[config.mk]
export PLATFORM = sky130hd
export DESIGN_NAME = ram_rr_arbiter
export DESIGN_NICKNAME = d
export VERILOG_FILES = /design/src/rtl/ram_rr_arbiter.sv
export SDC_FILE = /design/constraint.sdc
export NUM_CORES = 1
export LEC_CHECK = 0
export ABC_AREA = 0
export CAP_MARGIN = 20
export CORE_MARGIN = 2
export CORE_UTILIZATION = 54
export CTS_CLUSTER_DIAMETER = 120
export DETAILED_ROUTE_END_ITERATION = 7
export PLACE_DENSITY = 0.86
export RECOVER_POWER = 50
export SLEW_MARGIN = 20
export SYNTH_ARGS = -nofsm -noshare
export SYNTH_HDL_FRONTEND = slang
export SYNTH_SLANG_ARGS = --single-unit
[constraint.sdc]
create_clock -name clk -period 4.5 [get_ports clk]
set_input_delay 0.9 -clock clk [delete_from_list [all_inputs] [get_ports clk]]
set_output_delay 0.9 -clock clk [all_outputs]
set_load 0.01 [all_outputs]
[src/rtl/ram_rr_arbiter.sv]
// rtl/ram_rr_arbiter.sv - round-robin arbiter sharing one RAM read-request port among N clients
module ram_rr_arbiter #(
  parameter int NUM_PORTS  = 4,
  parameter int ADDR_WIDTH = 23,
  parameter int DATA_WIDTH = 8,
  parameter int TIMEOUT    = 255
) (
  input  logic                            clk,
  input  logic                            rst,
  input  logic [NUM_PORTS*ADDR_WIDTH-1:0] port_addr,
  input  logic [NUM_PORTS-1:0]            port_in_valid,
  output logic [NUM_PORTS-1:0]            port_busy,
  output logic [NUM_PORTS-1:0]            port_out_valid,
  output logic [NUM_PORTS-1:0]            port_error,
  output logic [DATA_WIDTH-1:0]           port_data_out,
  output logic [ADDR_WIDTH-1:0]           ram_addr,
  output logic                            ram_in_valid,
  input  logic                            ram_busy,
  input  logic                            ram_out_valid,
  input  logic [DATA_WIDTH-1:0]           ram_data_out
);

  localparam int GW = $clog2(NUM_PORTS);
  // A disabled timeout still needs a legal (1-bit) timer vector.
  localparam int TW = (TIMEOUT > 0) ? $clog2(TIMEOUT + 1) : 1;

  localparam logic [1:0] S_IDLE  = 2'd0;
  localparam logic [1:0] S_ISSUE = 2'd1;
  localparam logic [1:0] S_WAIT  = 2'd2;

  logic [1:0]            state;
  logic [NUM_PORTS-1:0]  pending;
  logic [ADDR_WIDTH-1:0] addr_q [NUM_PORTS];
  logic [GW-1:0]         grant;
  logic [GW-1:0]         last_grant;
  logic [GW-1:0]         next_grant;
  logic [TW-1:0]         timer;
  logic [TW-1:0]         timer_next;
  logic [NUM_PORTS-1:0]  grant_onehot;
  logic [NUM_PORTS-1:0]  release_mask;
  logic                  timed_out;

  assign port_busy    = pending;
  assign grant_onehot = NUM_PORTS'(1) << grant;

  // Timer saturates at all-ones so a disabled timeout never wraps.
  assign timer_next = (timer == {TW{1'b1}}) ? timer : timer + 1'b1;
  assign timed_out  = (TIMEOUT != 0) && (timer_next == TW'(TIMEOUT));

  // Transaction end (data or timeout) frees the granted port's pending bit.
  assign release_mask = ((state == S_WAIT) && (ram_out_valid || timed_out)) ? grant_onehot : '0;

  // Rotating priority: lowest pending index above last_grant, else lowest overall.
  always_comb begin
    next_grant = last_grant;
    for (int i = NUM_PORTS - 1; i >= 0; i--) begin
      if (pending[i] && (i <= int'(last_grant))) next_grant = GW'(i);
    end
    for (int i = NUM_PORTS - 1; i >= 0; i--) begin
      if (pending[i] && (i > int'(last_grant))) next_grant = GW'(i);
    end
  end

  // Per-port request capture; a busy port ignores new strobes and keeps its address.
  always_ff @(posedge clk) begin
    if (rst) begin
      pending <= '0;
      for (int i = 0; i < NUM_PORTS; i++) addr_q[i] <= '0;
    end else begin
      for (int i = 0; i < NUM_PORTS; i++) begin
        if (port_in_valid[i] && !pending[i]) begin
          pending[i] <= 1'b1;
          addr_q[i]  <= port_addr[i*ADDR_WIDTH +: ADDR_WIDTH];
        end else if (release_mask[i]) begin
          pending[i] <= 1'b0;
        end
      end
    end
  end

  // Grant / issue / wait sequencing with one outstanding RAM transaction.
  always_ff @(posedge clk) begin
    if (rst) begin
      state          <= S_IDLE;
      grant          <= '0;
      last_grant     <= GW'(NUM_PORTS - 1);
      timer          <= '0;
      ram_addr       <= '0;
      ram_in_valid   <= 1'b0;
      port_out_valid <= '0;
      port_error     <= '0;
      port_data_out  <= '0;
    end else begin
      ram_in_valid   <= 1'b0;
      port_out_valid <= '0;
      port_error     <= '0;
      case (state)
        S_IDLE: begin
          if (|pending) begin
            grant <= next_grant;
            state <= S_ISSUE;
          end
        end
        S_ISSUE: begin
          if (!ram_busy) begin
            ram_addr     <= addr_q[grant];
            ram_in_valid <= 1'b1;
            timer        <= '0;
            state        <= S_WAIT;
          end
        end
        S_WAIT: begin
          timer <= timer_next;
          if (ram_out_valid) begin
            port_data_out  <= ram_data_out;
            port_out_valid <= grant_onehot;
            last_grant     <= grant;
            state          <= S_IDLE;
          end else if (timed_out) begin
            port_error <= grant_onehot;
            last_grant <= grant;
            state      <= S_IDLE;
          end
        end
        default: state <= S_IDLE;
      endcase
    end
  end

endmodule

==> results by group, run 1 <==
Hold path
  • Min-Delay Path Class: reg -> reg
  • Hold path startpoint: port_data_out[4]
  • Sink of the worst hold path: port_data_out[4]
  • Hold Crit Depth: 2

Floorplan
  • DIE AREA: between 10000 and 15000 sq um
  • Die height: 113 um
  • FP Rows: 39
  • Die width: 113 um
  • # IOs: about 150
  • Core ar.: 11500 sq um
  • Initial Utilization: 0.559

Cells and area
  • Nets@finish: 787
  • N_diodes: 0
  • Share of cells above drive strength 1: 0.103
  • Most common cell after layout, fill and taps aside: clkdlybuf4s50_1
  • Storage cell area: 3930 sq um
  • Multi-input gate area: 2330 sq um
  • Design area: between 8000 and 9000 sq um
  • Util after Layout: 0.743
  • Most frequent cells in the layout: 145 x clkdlybuf4s50_1, 92 x edfxtp_1, 70 x nand2_1
  • Fillers: between 700 and 800
  • P&R area growth vs syn: 33.0%

Pwr
  • Internal power: around 2500 uW
  • Clock share of power: 0.397
  • Max IR drop VDD: between 0.2 and 0.25 mV
  • Combinational group share of total power: 0.113
  • Static Leak: roughly 0.003 uW
  • Register share of total power: 0.490
  • Pwr dens: approximately 380 nW/um^2
  • Sw Share: 0.232
  • Net switching power figure: 762 uW

Clock network
  • CTS clk-pin slew, worst paths: 0.06 ns
  • CTS tree: done
  • CTS H-tree depth: 4
  • Post-CTS sizing: 0
  • Clk sink count: 150
  • CTS Buffer Depth: 2
  • Hold Buf Count CTS: 0
  • Clock Latency Late Sink: 0.42 ns
  • Clk root buf: clkbuf_16
  • Setup Buffers After CTS: 0
  • Cts bufs inserted: 17

Synth
  • Ys flop type: edfxtp_1
  • Synthesized area per cell: ~12 sq um
  • Post-synth EDFFs: 92
  • Mapped Nets: 644
  • Seq cells post-synth: 150
  • Post-synthesis sequential area ratio: 0.610
  • Syn Std Cell Area: 6430 sq um
  • Unique cell type count in the Yosys netlist: 51
  • Syn. warnings: 0
  • Post-Syn Instances: 535
  • Ys async rst share: 0

Timing
  • Final setup TNS: 0 ns
  • Pins Over Slew Limit: 53
  • RSZ-0062 raised after global routing: no
  • Final Hold Fails: 0
  • Worst Tran Pin Value: ~2.5 ns
  • Setup WS post-layout: 1.13 ns
  • Final setup viols: 0
  • Slew margin rel.: -0.673
  • Peak Freq: 0.297 GHz
  • Fin crit period: 3.37 ns
  • Worst hold slack: between 0.4 and 0.5 ns
  • Period utilisation layout: 0.749
  • Worst Clk Skew: approximately 0.008 ns

Placed design
  • DP HPWL: 11000 um
  • IO Port Bufs: 151
  • Dpl cell area: 8020 sq um
  • GPL Wtd Cong: about 0.95
  • Pre-CTS setup slack: 1.60 ns

Setup path
  • Worst setup EP type: register
  • CP max stage cell: clkbuf_1
  • Setup crit start kind: input port
  • FF-to-FF path depth: 6
  • Crit Path Category: in -> reg
  • Reg-to-reg critical path endpoint: port_busy[0]
  • Worst-path cell chain: buf_2 > clkbuf_1 > nor2_1 > buf_4 > and2_0
  • Crit path arrival time: 3.53 ns
  • Worst Path Required: 4.66 ns
  • Crit Path Max Fanout: 52
  • Reg2reg start: timer[0]
  • R2R Setup Slk: approximately 2.1 ns
  • Critical Path Max Stage Delay: around 1.8 ns

Drt
  • Antenna violation net count after detailed routing: 0
  • Detailed-route wire length: 16800 um
  • Drt pass-1 iters: 7
  • First-iteration detailed-routing DRC count: 323
  • DRC Markers: 8
  • Vias per cell: 5.74
  • Routed via count: 4783
  • Routed WL per cell: 20.2 um

Run status
  • Status: complete, but fails checks
  • Failing checks: design-rule violations, max-capacitance violations, max-slew violations

Global route
  • Antenna violations before repair: 0
  • First-pass GRT wire length: 26000 um
  • Largest net degree at the start of global routing: 53
  • Vias in the first global route: 5014
  • Overflow after GRT: 0
  • GRT Overall Usage: 0.271

Job
  • Max Cap Viol: 1
-- logic make-up after synthesis --
kind of cell | synth area share
muxes | 0.0867
adders and majority gates | 0.00194
AOI/OAI and AO/OA | 0.0741
buffers and inverters | 0.0280
DFF | 0.610
and+or+nand+nor | 0.198
xor gates and xnor gates | 0.00136
-- state kept, by name (all words and copies together), names as in the netlist, 4 cells and up --
signal          flops
addr_q             92
ram_addr           23
port_data_out       8
timer               8
port_busy           4
port_error          4
port_out_valid      4
-- area by class of cell --
type / count / share of cell area
clock buffers: 21 / 0.0527
well taps: 143 / 0.0209
multi-input cells: 344 / 0.273
repair buffers: 159 / 0.182
clock inverters: 11 / 0.00995
inverters: 6 / 0.00263
flip-flops and latches: 150 / 0.459
-- through the flow --
step                      total power (uW)  cells
after floorplan                       1810    535
after global placement                1980    801
after detailed placement              2010    801
after CTS                             3290    833
after global routing                  3370    834
final                                 3280    834
-- metal layers --
layer / wire length (um) / GRT usage / up-vias
met4: 444 / 0.114 / 0
met2: 8980 / 0.483 / 242
li1: - / - / 2184
met1: 6090 / 0.318 / 2319
met3: 1310 / 0.0578 / 38
met5: 0 / 0 / -
-- worst max path at each step --
stage,from,to,slack (ns),cells past startpoint
floorplan,rst,addr_q[0][0],2.33,3
global placement,ram_busy,timer[0],1.67,6
detailed placement,ram_busy,timer[0],1.60,6
CTS,state[1],port_busy[3],1.96,4
global route,rst,addr_q[3][21],1.03,5
finish,rst,addr_q[3][21],1.13,5
-- critical path: cells and delay by family --
kind / cells / cell delay (ns)
buf+inv: 3 / 2.19
simple gates: 2 / 0.41
-- synth_stat cells, types with 2 or more instances --
cell	number	area share
nand2b_1	10	0.0097
nor3_2	2	0.0031
buf_4	2	0.0023
o21ai_0	12	0.0093
nor3_1	6	0.0047
inv_1	5	0.0029
and2_1	92	0.089
edfxtp_1	92	0.43
buf_1	2	0.0012
a21oi_1	39	0.030
mux2i_1	4	0.0062
nor4_1	3	0.0029
a21o_1	2	0.0023
mux4_2	23	0.081
clkbuf_1	26	0.015
buf_6	2	0.0035
buf_2	3	0.0023
nor2b_1	4	0.0039
nand3_1	14	0.011
a311oi_2	2	0.0047
dfxtp_1	58	0.18
a22oi_1	3	0.0035
nand2_1	71	0.041
nor2_1	28	0.016
o211ai_1	2	0.0023
a31oi_1	3	0.0029
-- power by group through the flow --
stage	combinational, uW	clock [uW]	sequential [uW]
2_1_floorplan	204	0	1610
3_5_place_dp	368	0	1640
3_3_place_gp	356	0	1630
6_report	370	1300	1610
5_1_grt	395	1360	1620
4_1_cts	373	1310	1610
Power figures use the tool's default switching activity.
==> run 2: changes to the inputs <==
- CORE_UTILIZATION: 54 -> 50
- PLACE_DENSITY: 0.86 -> 0.8
- clock period: 4.5 -> 3.35 ns (I/O delays scaled with it)
==> run 2 against run 1 <==
The flow finishes with violations (max-capacitance violations, max-slew violations). Clock power is 39% higher. Register-to-register slack got worse by 1.2 ns. Clock skew increased by 0.0018 ns. Power increased by 36%. Utilization is 5.5 points lower. Critical path type unchanged. Critical endpoint is now addr_q[0][4]. Largest power group unchanged.
==> results by group, run 2 (same netlist as run 1, synthesis figures left out) <==
Run status
  • Status: complete, but fails checks
  • Failing checks: max-capacitance violations, max-slew violations

Timing
  • Worst Tran Pin Value: 1.66 ns
  • Fin crit period: 2.45 ns
  • Pins Over Slew Limit: 27
  • Final Hold Fails: 0
  • Final setup viols: 0
  • Final setup TNS: 0 ns
  • Worst Clk Skew: 0.00978 ns
  • Period utilisation layout: 0.732
  • Peak Freq: 0.408 GHz
  • RSZ-0062 raised after global routing: no
  • Slew margin rel.: -0.111

Setup path
  • Crit path arrival time: 2.50 ns
  • Crit Path Max Fanout: 23
  • Worst Path Required: 3.40 ns
  • Top delay family on crit path: buffers and inverters
  • FF-to-FF path depth: 3
  • Crit Path Category: in -> reg
  • Setup crit start kind: input port
  • Worst-path cell chain: clkbuf_1 > inv_1 > nand2_1 > clkbuf_2
  • Critical Path Max Stage Delay: 0.70 ns
  • Buf+Inv Stages, Crit Path: 3
  • Levels on crit path: 4
  • Worst setup EP type: register
  • CP max stage cell: clkbuf_1

Global route
  • Overflow after GRT: 0
  • Antenna violations before repair: 0
  • Largest net degree at the start of global routing: 35
  • GRT Overall Usage: 0.235
  • Vias in the first global route: around 4800
  • First-pass GRT wire length: 25000 um

Drt
  • First-iteration detailed-routing DRC count: 229
  • Drt pass-1 iters: 4
  • DRC Markers: 0
  • Vias per cell: around 5.4
  • Routed via count: 4675
  • Detailed-route wire length: 15900 um
  • Antenna violation net count after detailed routing: 0
  • Routed WL per cell: 18.3 um

Placed design
  • IO Port Bufs: 151
  • DP HPWL: between 10000 and 15000 um
  • GPL Wtd Cong: 0.931

Cells and area
  • Share of cells above drive strength 1: 0.111
  • Biggest regs: addr_q x92, ram_addr x23
  • N_diodes: 0
  • Nets@finish: 792
  • Util after Layout: 0.688
  • Most common cell after layout, fill and taps aside: clkdlybuf4s50_1
  • Number of flip-flops in the largest register: 92
  • Top reg by flops: addr_q
  • P&R area growth vs syn: 34.4%
  • Most frequent cells in the layout: 147 x clkdlybuf4s50_1, 92 x edfxtp_1, 71 x nand2_1

Clock network
  • CTS Buffer Depth: 2
  • Clk sink count: 150
  • CTS tree: done
  • Clock Latency Late Sink: between 0.4 and 0.5 ns
  • Hold Buf Count CTS: 0
  • Post-CTS sizing: 0
  • CTS H-tree depth: 4
  • Cts bufs inserted: 17
  • CTS clk-pin slew, worst paths: approximately 0.06 ns
  • Setup Buffers After CTS: 0
  • Clk root buf: clkbuf_16

Floorplan
  • FP Rows: 41
  • Initial Utilization: 0.512
  • # IOs: 152
  • Die width: 117 um
  • Die height: 117 um
  • Core ar.: 12600 sq um
  • DIE AREA: 13800 sq um

Pwr
  • Static Leak: 0.00306 uW
  • Pwr dens: 516 nW/um^2
  • Power Total: 4470 uW
  • Max IR drop VDD: 0.386 mV

Hold path
  • Hold Crit Depth: 2
  • Min-Delay Path Class: reg -> reg

Job
  • Max Cap Viol: 1
## run 2: changes by cell type in the layout (fill, tap and decap cells not counted), moves of 2 or more
cell,previous run,this run
clkbuf_2,0,4
clkinvlp_4,4,0
clkbuf_16,17,19
dlygate4sd3_1,5,3
and2_0,55,50
clkdlybuf4s50_1,145,147
inv_4,0,5
clkinv_1,4,0
and2_1,37,42
## run 2: path summary, 6_finish.rpt
kind | from | end | slack (ns)
worst max-delay path | rst | addr_q[0][4] | 0.90
worst max register to register | grant[0] | ram_addr[7] | 0.92
worst min-delay path | port_data_out[5] | port_data_out[5] | 0.46
worst min register to register | port_data_out[5] | port_data_out[5] | 0.46
## run 2: metal layers
metal,vias up,track usage,routed length [um]
li1,2191,-,-
met1,2243,0.272,6080
met2,219,0.419,8230
met3,22,0.0686,1290
met4,0,0.0776,246
met5,-,0,0
## run 2: worst register-to-register path: stages (launching register included)
cell     delay (ns)
dfxtp_1        1.43
mux4_2         0.68
nand2_1        0.12
a21oi_1        0.07
## run 2: area by class of cell
| cell class | instances | area (sq um) |
|---|---|---|
| Tap cell | 172 | 215 |
| Clock inverter | 9 | 58.8 |
| Timing Repair Buffer | 164 | 1580 |
| Sequential cell | 150 | 3920 |
| Clock buffer | 23 | 512 |
| Inverter | 6 | 22.5 |
| Multi-Input combinational cell | 344 | 2330 |
| Fill cell | 914 | 3920 |
## run 2: where the power goes
| part | internal [uW] | switching (uW) |
|---|---|---|
| combinational | 283 | 215 |
| sequential | 2080 | 75.2 |
| clock | 1080 | 733 |
| total | 3440 | 1020 |
## run 2: stage by stage
stage | hold WS (ns) | worst slack (ns) | instance area [sq um] | std cells
2_1_floorplan | 0.481 | 1.41 | 6430 | 535
3_3_place_gp | 0.442 | 0.769 | 8100 | 836
3_5_place_dp | 0.451 | 0.747 | 8100 | 836
4_1_cts | 0.459 | 1.06 | 8670 | 868
5_1_grt | 0.483 | 0.696 | 8650 | 868
6_report | 0.459 | 0.897 | 8650 | 868
==> run 3: changes to the inputs <==
- clock period: 3.35 -> 2.5 ns (I/O delays scaled with it)
==> run 3 against run 2 <==
The flow now finishes without violations. Sequential power up 33%. Die area unchanged. Combinational power up 42%. Highest routed layer unchanged. Sequential share of layout area down 0.41 points. Clock-buffer cell count down 1. Utilization up 0.65 points. Cell count up 0.46%. Hold slack worse by 0.0032 ns. Largest power group unchanged. Power up 37%. Critical path type unchanged.
==> results by group, run 3 (same netlist as run 1, synthesis figures left out) <==
Run status
  • Status: finished clean

Clock network
  • CTS tree: done
  • Cts bufs inserted: 17
  • Hold Buf Count CTS: 0
  • Clock Latency Late Sink: between 0.4 and 0.5 ns
  • CTS H-tree depth: 4
  • CTS Buffer Depth: 2
  • Post-CTS sizing: 0
  • Clk root buf: clkbuf_16
  • CTS clk-pin slew, worst paths: 0.06 ns
  • Setup Buffers After CTS: 0
  • Clk sink count: 150

Cells and area
  • Number of flip-flops in the largest register: slightly above 90
  • Most frequent cells in the layout: 147 x clkdlybuf4s50_1, 92 x edfxtp_1, 71 x nand2_1
  • Fillers: 895
  • Multi-input gate area: 2330 sq um
  • Top reg by flops: addr_q
  • Storage cell area: 3930 sq um
  • Most common cell after layout, fill and taps aside: clkdlybuf4s50_1
  • Share of cells above drive strength 1: 0.119
  • P&R area growth vs syn: 35.7%
  • Nets@finish: 796
  • Non-Filler Instances: approximately 870
  • N_diodes: 0
  • Biggest regs: addr_q x92, ram_addr x23

Timing
  • RSZ-0062 raised after global routing: no
  • Peak Freq: 0.443 GHz
  • Fin crit period: about 2.3 ns
  • Slew margin rel.: 0.297
  • Worst Clk Skew: 0.00800 ns
  • Pins Over Slew Limit: 0
  • Period utilisation layout: 0.903
  • Final setup viols: 0
  • Worst hold slack: around 0.46 ns
  • Final setup TNS: 0 ns
  • Worst Tran Pin Value: 1.05 ns
  • Final Hold Fails: 0

Setup path
  • Crit path launch: rst
  • Worst setup EP type: register
  • Crit Path Max Fanout: 23
  • Setup crit start kind: input port
  • Crit path arrival time: around 2.3 ns
  • Crit Path Category: in -> reg
  • Reg2reg start: timer[0]
  • Worst Path Required: 2.55 ns

Pwr
  • Static Leak: 0.00308 uW
  • Pwr dens: 701 nW/um^2
  • Max IR drop VDD: 0.405 mV

Drt
  • Drt pass-1 iters: 5
  • Antenna violation net count after detailed routing: 0
  • Vias per cell: 5.46
  • Routed via count: approximately 4800
  • First-iteration detailed-routing DRC count: approximately 350
  • Routed WL per cell: 18.6 um
  • DRC Markers: 0
  • Detailed-route wire length: 16200 um

Floorplan
  • # IOs: approximately 150
  • Die height: 117 um
  • Core ar.: about 13000 sq um
  • Initial Utilization: 0.512
  • DIE AREA: 13800 sq um
  • FP Rows: 41
  • Die width: 117 um

Global route
  • Largest net degree at the start of global routing: 34
  • GR Util met3: 0.0525
  • M1 GR Usage: 0.298
  • GRT Overall Usage: 0.245
  • Met2 GRT Util: 0.420
  • Antenna violations before repair: 0
  • First-pass GRT wire length: 25700 um
  • Overflow after GRT: 0
  • Vias in the first global route: 4971
  • Grt peak-use layer: met2

Job
  • Max Cap Viol: 0

Hold path
  • Hold path startpoint: ram_addr[7]
  • Min-Delay Path Class: reg -> reg

Placed design
  • IO Port Bufs: 151
  • GPL Wtd Cong: 0.876
  • DP HPWL: between 10000 and 15000 um
  • Cell count after placement: 840
run 3: changes by cell type in the layout (fill, tap and decap cells not counted), sizes merged:
cell      change
buf           +3
clkinv        +2
inv           -2
clkinvlp      +1
run 3: final cells by class:
| type | count | share of cell area |
|---|---|---|
| clock buffer | 22 | 0.0618 |
| clock inverter | 10 | 0.00860 |
| inverter | 6 | 0.00258 |
| multi-input combinational | 344 | 0.267 |
| sequential | 150 | 0.450 |
| tap | 172 | 0.0247 |
| timing repair buffer | 168 | 0.185 |
run 3: path summary, 6_finish.rpt:
check	endpoint	slack, ns	cells after the start
worst max-delay path	addr_q[2][14]	0.24	4
worst min-delay path	ram_addr[7]	0.46	2
worst max register to register	port_busy[0]	0.33	6
worst min register to register	ram_addr[7]	0.46	2
run 3: where the power goes:
group | switching, uW | leakage, uW | internal (uW) | total (uW)
sequential | 72.9 | 0.00146 | 2790 | 2860
combinational | 319 | 0.00131 | 386 | 705
clock | 1010 | 0.000304 | 1540 | 2560
total | 1410 | 0.00308 | 4720 | 6120
run 3: critical path: stages:
cell      delay [ns]
clkbuf_1        0.75
inv_1           0.38
nand2_1         0.13
buf_2           0.51
run 3: through the flow:
stage          cell area (sq um)  utilization  setup WS, ns  total power [uW]
6_report                    8730        0.694         0.242              6120
5_1_grt                     8730        0.694         0.108              6330
2_1_floorplan               6430            -         0.656              3260
3_5_place_dp                8140        0.648         0.355              3630
4_1_cts                     8760        0.697         0.352              6160
3_3_place_gp                8140        0.648         0.396              3600
run 3: layer usage:
| metal | vias up | wire (um) |
|---|---|---|
| li1 | 2210 | - |
| met3 | 32 | 1060 |
| met4 | 0 | 437 |
| met2 | 207 | 8370 |
| met1 | 2315 | 6330 |
| met5 | - | 0 |
